### src/rtl/hba_pkg.sv
// hba_pkg: shared HBA bus widths, arbiter state encoding and a one-hot index helper.
package hba_pkg;
    localparam int DBUS_W        = 8;
    localparam int PERIPH_ADDR_W = 4;
    localparam int REG_ADDR_W    = 8;
    localparam int MAX_MASTERS   = 8;
    localparam int IDX_W         = $clog2(MAX_MASTERS);

    typedef enum logic [1:0] {
        IDLE    = 2'd0,
        OWNED   = 2'd1,
        RELEASE = 2'd2
    } state_t;

    function automatic logic [IDX_W-1:0] onehot_idx(input logic [MAX_MASTERS-1:0] oh);
        onehot_idx = '0;
        for (int i = 0; i < MAX_MASTERS; i++)
            if (oh[i]) onehot_idx = onehot_idx | IDX_W'(i);
    endfunction
endpackage

### src/rtl/hba_rr_pick.sv
// hba_rr_pick: combinational round-robin picker, searching upward from last+1 with wrap.
module hba_rr_pick
    import hba_pkg::*;
#(
    parameter int N = 4
) (
    input  logic [N-1:0]     req,
    input  logic [IDX_W-1:0] last,
    output logic [N-1:0]     pick,
    output logic             valid
);
    // Two passes: indices above last first, then the wrapped range up to last.
    always_comb begin
        pick  = '0;
        valid = 1'b0;
        for (int i = 0; i < N; i++) begin
            if (!valid && req[i] && i > int'(last)) begin
                pick[i] = 1'b1;
                valid   = 1'b1;
            end
        end
        for (int i = 0; i < N; i++) begin
            if (!valid && req[i] && i <= int'(last)) begin
                pick[i] = 1'b1;
                valid   = 1'b1;
            end
        end
    end
endmodule

### src/rtl/hba_arbiter.sv
// hba_arbiter: round-robin HBA bus arbiter with registered one-hot grant and
// combinational merge of the granted master's bus onto the shared slave bus.
module hba_arbiter
    import hba_pkg::*;
#(
    parameter int NUM_MASTERS       = 4,
    parameter int DBUS_WIDTH        = DBUS_W,
    parameter int PERIPH_ADDR_WIDTH = PERIPH_ADDR_W,
    parameter int REG_ADDR_WIDTH    = REG_ADDR_W,
    parameter int ADDR_WIDTH        = PERIPH_ADDR_WIDTH + REG_ADDR_WIDTH
) (
    input  logic                              hba_clk,
    input  logic                              hba_reset,
    input  logic [NUM_MASTERS-1:0]            master_request,
    input  logic [NUM_MASTERS*ADDR_WIDTH-1:0] master_abus,
    input  logic [NUM_MASTERS-1:0]            master_rnw,
    input  logic [NUM_MASTERS-1:0]            master_select,
    input  logic [NUM_MASTERS*DBUS_WIDTH-1:0] master_dbus,
    output logic [NUM_MASTERS-1:0]            hba_mgrant,
    output logic [ADDR_WIDTH-1:0]             hba_abus,
    output logic                              hba_rnw,
    output logic                              hba_select,
    output logic [DBUS_WIDTH-1:0]             hba_dbus
);
    state_t                 state, state_nx;
    logic [NUM_MASTERS-1:0] grant_nx, pick;
    logic [IDX_W-1:0]       last, last_nx;
    logic                   pick_valid, owner_req;
    logic [ADDR_WIDTH-1:0]  abus_m [NUM_MASTERS];
    logic [DBUS_WIDTH-1:0]  dbus_m [NUM_MASTERS];

    hba_rr_pick #(.N(NUM_MASTERS)) u_pick (
        .req   (master_request),
        .last  (last),
        .pick  (pick),
        .valid (pick_valid)
    );

    assign owner_req = |(master_request & hba_mgrant);

    always_comb begin
        state_nx = state;
        grant_nx = hba_mgrant;
        last_nx  = last;
        case (state)
            IDLE: if (pick_valid) begin
                state_nx = OWNED;
                grant_nx = pick;
                last_nx  = onehot_idx(MAX_MASTERS'(pick));
            end
            OWNED: if (!owner_req && !hba_select) begin
                state_nx = RELEASE;
                grant_nx = '0;
            end
            default: begin
                state_nx = IDLE;
                grant_nx = '0;
            end
        endcase
    end

    always_ff @(posedge hba_clk or negedge hba_reset) begin
        if (!hba_reset) begin
            state      <= IDLE;
            hba_mgrant <= '0;
            last       <= IDX_W'(NUM_MASTERS - 1);
        end else begin
            state      <= state_nx;
            hba_mgrant <= grant_nx;
            last       <= last_nx;
        end
    end

    for (genvar g = 0; g < NUM_MASTERS; g++) begin : g_mask
        assign abus_m[g] = master_abus[g*ADDR_WIDTH +: ADDR_WIDTH] & {ADDR_WIDTH{hba_mgrant[g]}};
        assign dbus_m[g] = master_dbus[g*DBUS_WIDTH +: DBUS_WIDTH] & {DBUS_WIDTH{hba_mgrant[g]}};
    end

    assign hba_rnw    = |(master_rnw & hba_mgrant);
    assign hba_select = |(master_select & hba_mgrant);

    always_comb begin
        hba_abus = '0;
        hba_dbus = '0;
        for (int i = 0; i < NUM_MASTERS; i++) begin
            hba_abus = hba_abus | abus_m[i];
            hba_dbus = hba_dbus | dbus_m[i];
        end
    end
endmodule

### config.mk
export PLATFORM = sky130hd
export DESIGN_NAME = hba_arbiter
export DESIGN_NICKNAME = d
export VERILOG_FILES = /design/src/rtl/hba_pkg.sv /design/src/rtl/hba_rr_pick.sv /design/src/rtl/hba_arbiter.sv
export SDC_FILE = /design/constraint.sdc
export NUM_CORES = 1
export LEC_CHECK = 0
export CAP_MARGIN = 20
export CORE_UTILIZATION = 27
export CTS_BUF_LIST = sky130_fd_sc_hd__clkbuf_4 sky130_fd_sc_hd__clkbuf_8
export DETAILED_ROUTE_END_ITERATION = 10
export PLACE_DENSITY = 0.83
export SLEW_MARGIN = 20
export SYNTH_ARGS = -nofsm -noshare
export SYNTH_HDL_FRONTEND = slang
export SYNTH_HIERARCHICAL = 1
export SYNTH_SLANG_ARGS = --single-unit
### constraint.sdc
create_clock -name hba_clk -period 1.6 [get_ports hba_clk]
set_input_delay 0.16 -clock hba_clk [delete_from_list [all_inputs] [get_ports hba_clk]]
set_output_delay 0.16 -clock hba_clk [all_outputs]
set_load 0.03 [all_outputs]
# Word-level counts from Yosys, hierarchy flattened
# Cells that the tools add are included.
# Widths: inputs -> output; s select.
# totals
inputBits,94
regBits,9
# op_classes
reduce_logical,27
magnitude_cmp,6
n_eq_ne,3
bitwise_logic,17
n_mux,22
# op_table
cell,count
$and 12x12->12,4
$or 12x12->12,3
$and 8x8->8,4
$or 8x8->8,3
$mux 1,14
$logic_and 1x1->1,13
$and 4x4->4,3
$reduce_or 4->1,3
$logic_not 1->1,8
$mux 2,4
$mux 4,2
$pmux 4 s2,1
$gt 2x3->1 const A,2
$le 2x3->1 const A,2
$ne 2x2->1 const B,2
$pmux 2 s2,1
$reduce_and 2->1,2
$gt 1x3->1 const A,1
$le 1x3->1 const A,1
$eq 2x1->1 const B,1
$logic_not 2->1,1

# Depth between registers and ports, before layout
# depth
depth_word,28
ltp_mapped,5
mapped_depth_nobuf,5

# Cells and area by module
# The synthesis kept the hierarchy.
# by_module_without_submodules
mod,area_each_um2,instances,seq_area_each_um2,cells_each
hba_arbiter,852.1,1,202.7,110
hba_rr_pick,118.9,1,0.0,20

# Least setup slack after synthesis
# No wires, ideal clock.
# synth_path
path_kind,register to register
from,reg hba_mgrant[3]
to,reg state[0]
stages_incl_launch_ff,6
synth_period_minus_slack_ns,1.598
arrival_ns,1.474
setup_time_ns,0.124
setup_slack_ns,0.002
path_buffers,1
cell_sequence,dfrtp_1 -> buf_2 -> a22o_1 -> a221oi_4 -> a31oi_2 -> or2_1
# synth_via
elab_chain_len,6
word_cells_on_any_way,9
classes_between,eq/ne: 1; bitwise: 2; reduce/logical: 6
# synth_rtl
item,line,text
start: declaration,hba_arbiter.sv:19,"output logic [NUM_MASTERS-1:0] hba_mgrant,"
start signal: assignment,hba_arbiter.sv:69,hba_mgrant <= grant_nx;
"$and 4x4->4, on equally long branches","hba_arbiter.sv:39, hba_arbiter.sv:80",
"$reduce_or 4->1, on equally long branches","hba_arbiter.sv:39, hba_arbiter.sv:80",
$logic_not 1->1,hba_arbiter.sv:51,OWNED: if (!owner_req && !hba_select) begin
$logic_and 1x1->1 (*),hba_arbiter.sv:51,
$ne 2x2->1 (no source line) (*),--,
$reduce_and 2->1 (no source line) (*),--,
end signal: assignment,hba_arbiter.sv:68,state <= state_nx;
end: declaration,hba_arbiter.sv:25,"state_t state, state_nx;"
# Every way passes the cells marked *; elsewhere a longest branch is shown, timed or not.
# A chain may end at the register's enable or synchronous reset.

# Worst setup path in the final report
# layout_path
from,reg hba_mgrant[2]
to,out hba_select
# layout_via
elab_chain_len,2
# layout_rtl
item,line,text
$and 4x4->4,hba_arbiter.sv:80,assign hba_select = |(master_select & hba_mgrant);
$reduce_or 4->1,hba_arbiter.sv:80,
end: declaration,hba_arbiter.sv:22,"output logic hba_select,"
# No other way between the ends.

==> flow_metrics.tcl <==
set metrics [dict create \
    status "completed" \
    core_area_sq_um 3390 \
    p_sw_uw 1640 \
    finalSetupViolations 0 \
    end_kind "primary output" \
    fmax_mhz 664 \
    cts_buffer_depth 2 \
    numCtsBuffers 3 \
    synth_warnings 6 \
    setup_tns_ps 0 \
    seq_area_sq_um 205 \
    cp_max_fo 3 \
    share_seq_of_total_power_pct 13.1 \
    via_per_inst 4.97 \
    layout_common_cells "93 x clkdlybuf4s50_1, 44 x a22oi_1, 38 x buf_4" \
    grt_max_degree 21 \
    multi_input_area_sq_um 736 \
    period_share_pct 94.1 \
    hold_viol_final 0 \
    route.detailed.drc 0 \
    drtPass1Iterations 4 \
    ioPinCount 120 \
    worstPathRequired_ps 1440 \
    cp_cell_sequence "a22o_1 > a221oi_4 > inv_1 > buf_6" \
    synthesis.area_sq_um 971 \
    clk_latency_ps 260 \
    n_antenna_cell 0 \
    layout_commonest_cell "clkdlybuf4s50_1" \
    die_area_sq_um 3840 \
    drt-total-wl_um 4620 \
    yosysTopAreaCellShare_pct 34.0 \
    layout.nets 356 \
    rows 21 \
    place_hpwl_um 3640 \
    start_util_pct 28.6 \
    synthTopCellsByArea "a22oi_1 34%, dfrtp_1 15%, nand2_1 8.9%" \
    port-buffer-count 119 \
    slowest_delay_ps 400 \
    htreeDepth 1 \
    post_drt_wl_per_cell_um 15.1 \
    first_global_vias 1340 \
    synthCells 130 \
    r2r_start "hba_mgrant[2]" \
    startpoint "hba_mgrant[2]" \
    fp.dieH_um 62.0 \
    cp_num_buf_inv 2 \
    place_congestion 0.951 \
    grt_first_pass_wirelength_um 6220 \
    power.internal_uw 1530 \
    skew_ps 9.13 \
    yosys.area.top_type "a22oi_1" \
    ys_types 30 \
    crit_family "compound AO/OA/AOI/OAI gates" \
    clkTransAtPathRegs_ps 60 \
    slew_viol_final 0 \
    synthToLayoutAreaGrowth_pct 135 \
    p_comb_share_pct 81.0 \
    ys_seq_elements 8 \
    p_total_uw 3170 \
    p_leak_uw 0.00103 \
    num_vias 1527 \
    die_w_um 62.0 \
    critical_path.slowest_cell "dfrtp_1" \
    p_per_area_nw_per_um2 1390 \
    rsz0062_at_grt "yes" \
    drt.antenna.violating_nets 0 \
    antenna_found_initial 0 \
    finalCriticalPeriod_ps 1510 \
    postCtsHoldBufs 0 \
    worst_setup_path_start_kind "flip-flop" \
    arrival_ps 1350 \
    ys_seq_area_share_pct 20.9 \
    avgSynthCellArea_sq_um 7.47 \
    drt_iter0_drc 110 \
    fill_cells 289 \
    cts_sinks 8 \
    min_path_type "primary input to asynchronous set/reset pin" \
    gr-usage-all-layers_pct 21.8 \
    cts_root_buffer "clkbuf_4" \
    path_class "flip-flop to primary output" \
    p_clk_share_pct 5.9 \
    vdd_drop_max_mv 1.08 \
    p_sw_share_pct 51.6 \
    cts_tree "done" \
    grt.overflow.total 0 \
    drive_gt1_share_pct 20.3 \
    maxCapViolCount 0 \
]
layout make-up:
| class | instances | area share [%] |
|---|---|---|
| clock buffers | 4 | 1.32 |
| inverters | 1 | 0.164 |
| multi-input cells | 114 | 32.2 |
| flip-flops and latches | 8 | 8.99 |
| well taps | 46 | 2.52 |
| repair buffers | 134 | 54.8 |
synth_stat cells:
cell type,count
a211oi_1,1
nand3b_1,1
buf_2,2
buf_6,1
o21ai_1,2
o21a_1,1
o211a_1,1
or2_1,1
nor3b_1,1
a21oi_1,3
dfrtp_1,6
a221oi_4,1
nor3b_2,1
and3_1,1
nor2_1,7
clkbuf_1,5
clkbuf_2,1
a21o_1,4
nand2b_1,4
a22oi_1,44
nand3_1,1
a22o_1,5
a31oi_2,1
nand2_1,23
nor2b_2,1
conb_1,1
buf_1,3
inv_1,1
dfstp_2,2
nor3_1,4
layer usage:
layer | wire [um] | track usage, %
met1 | 1920 | 28.7
met2 | 2310 | 37.5
met4 | 16 | 2.86
met3 | 383 | 4.76
met5 | 0 | 0
worst reg2reg max path: stages, from the launching register on:
cell and delay [ps]:
dfrtp_1 400, a22o_1 240, a221oi_4 230, buf_4 170
a31oi_4 100, or2_1 240
state kept, by name (all words and copies together), names as in the netlist:
signal      flops
hba_mgrant      4
last            2
state           2
per-stage QoR:
step,util (%),hold WS (ps),cell area [sq um],setup slack (ps),instances
2_1_floorplan,-,-136,990,2.00,135
4_1_cts,66.3,182,2250,27.7,304
5_1_grt,67.3,207,2280,-5.79,307
6_report,67.3,175,2280,93.8,307
3_5_place_dp,65.1,465,2210,-81.8,300
3_3_place_gp,65.1,455,2210,-49.9,300
worst paths after layout:
| check | to | slack (ps) | cells past startpoint |
|---|---|---|---|
| worst min register to register | last[1] | 550 | 2 |
| worst max-delay path | hba_select | 90 | 4 |
| max in group asynchronous | last[1] | 1110 | 1 |
| min in group hba_clk | last[1] | 550 | 2 |
| worst min-delay path | hba_mgrant[3] | 170 | 1 |
| worst max register to register | state[0] | 100 | 5 |
kinds of logic (layout without fill, tap and decap cells):
| family | after synthesis | in the layout | synth area share, % |
|---|---|---|---|
| buf+inv | 13 | 139 | 6.18 |
| compound gates | 63 | 63 | 50.8 |
| other cells | 1 | 6 | 0.386 |
| simple gates | 45 | 45 | 21.8 |
| flops | 8 | 8 | 20.9 |
timing repair:
item	4_1_cts	5_1_grt
cloned	0	0
setup buffers	1	3
gates resized for setup	4	2
setup endpoints to repair	17	14
endpoints found under the hold margin	0	0
power by group through the flow:
stage | sequential (uW) | combinational [uW] | clock (uW)
detailed placement | 437 | 2450 | 0
floorplan | 431 | 1450 | 0
finish | 416 | 2570 | 186
global route | 427 | 2770 | 208
CTS | 441 | 2470 | 193
global placement | 440 | 2430 | 0
No activity file was read; power rests on OpenSTA's default activity.
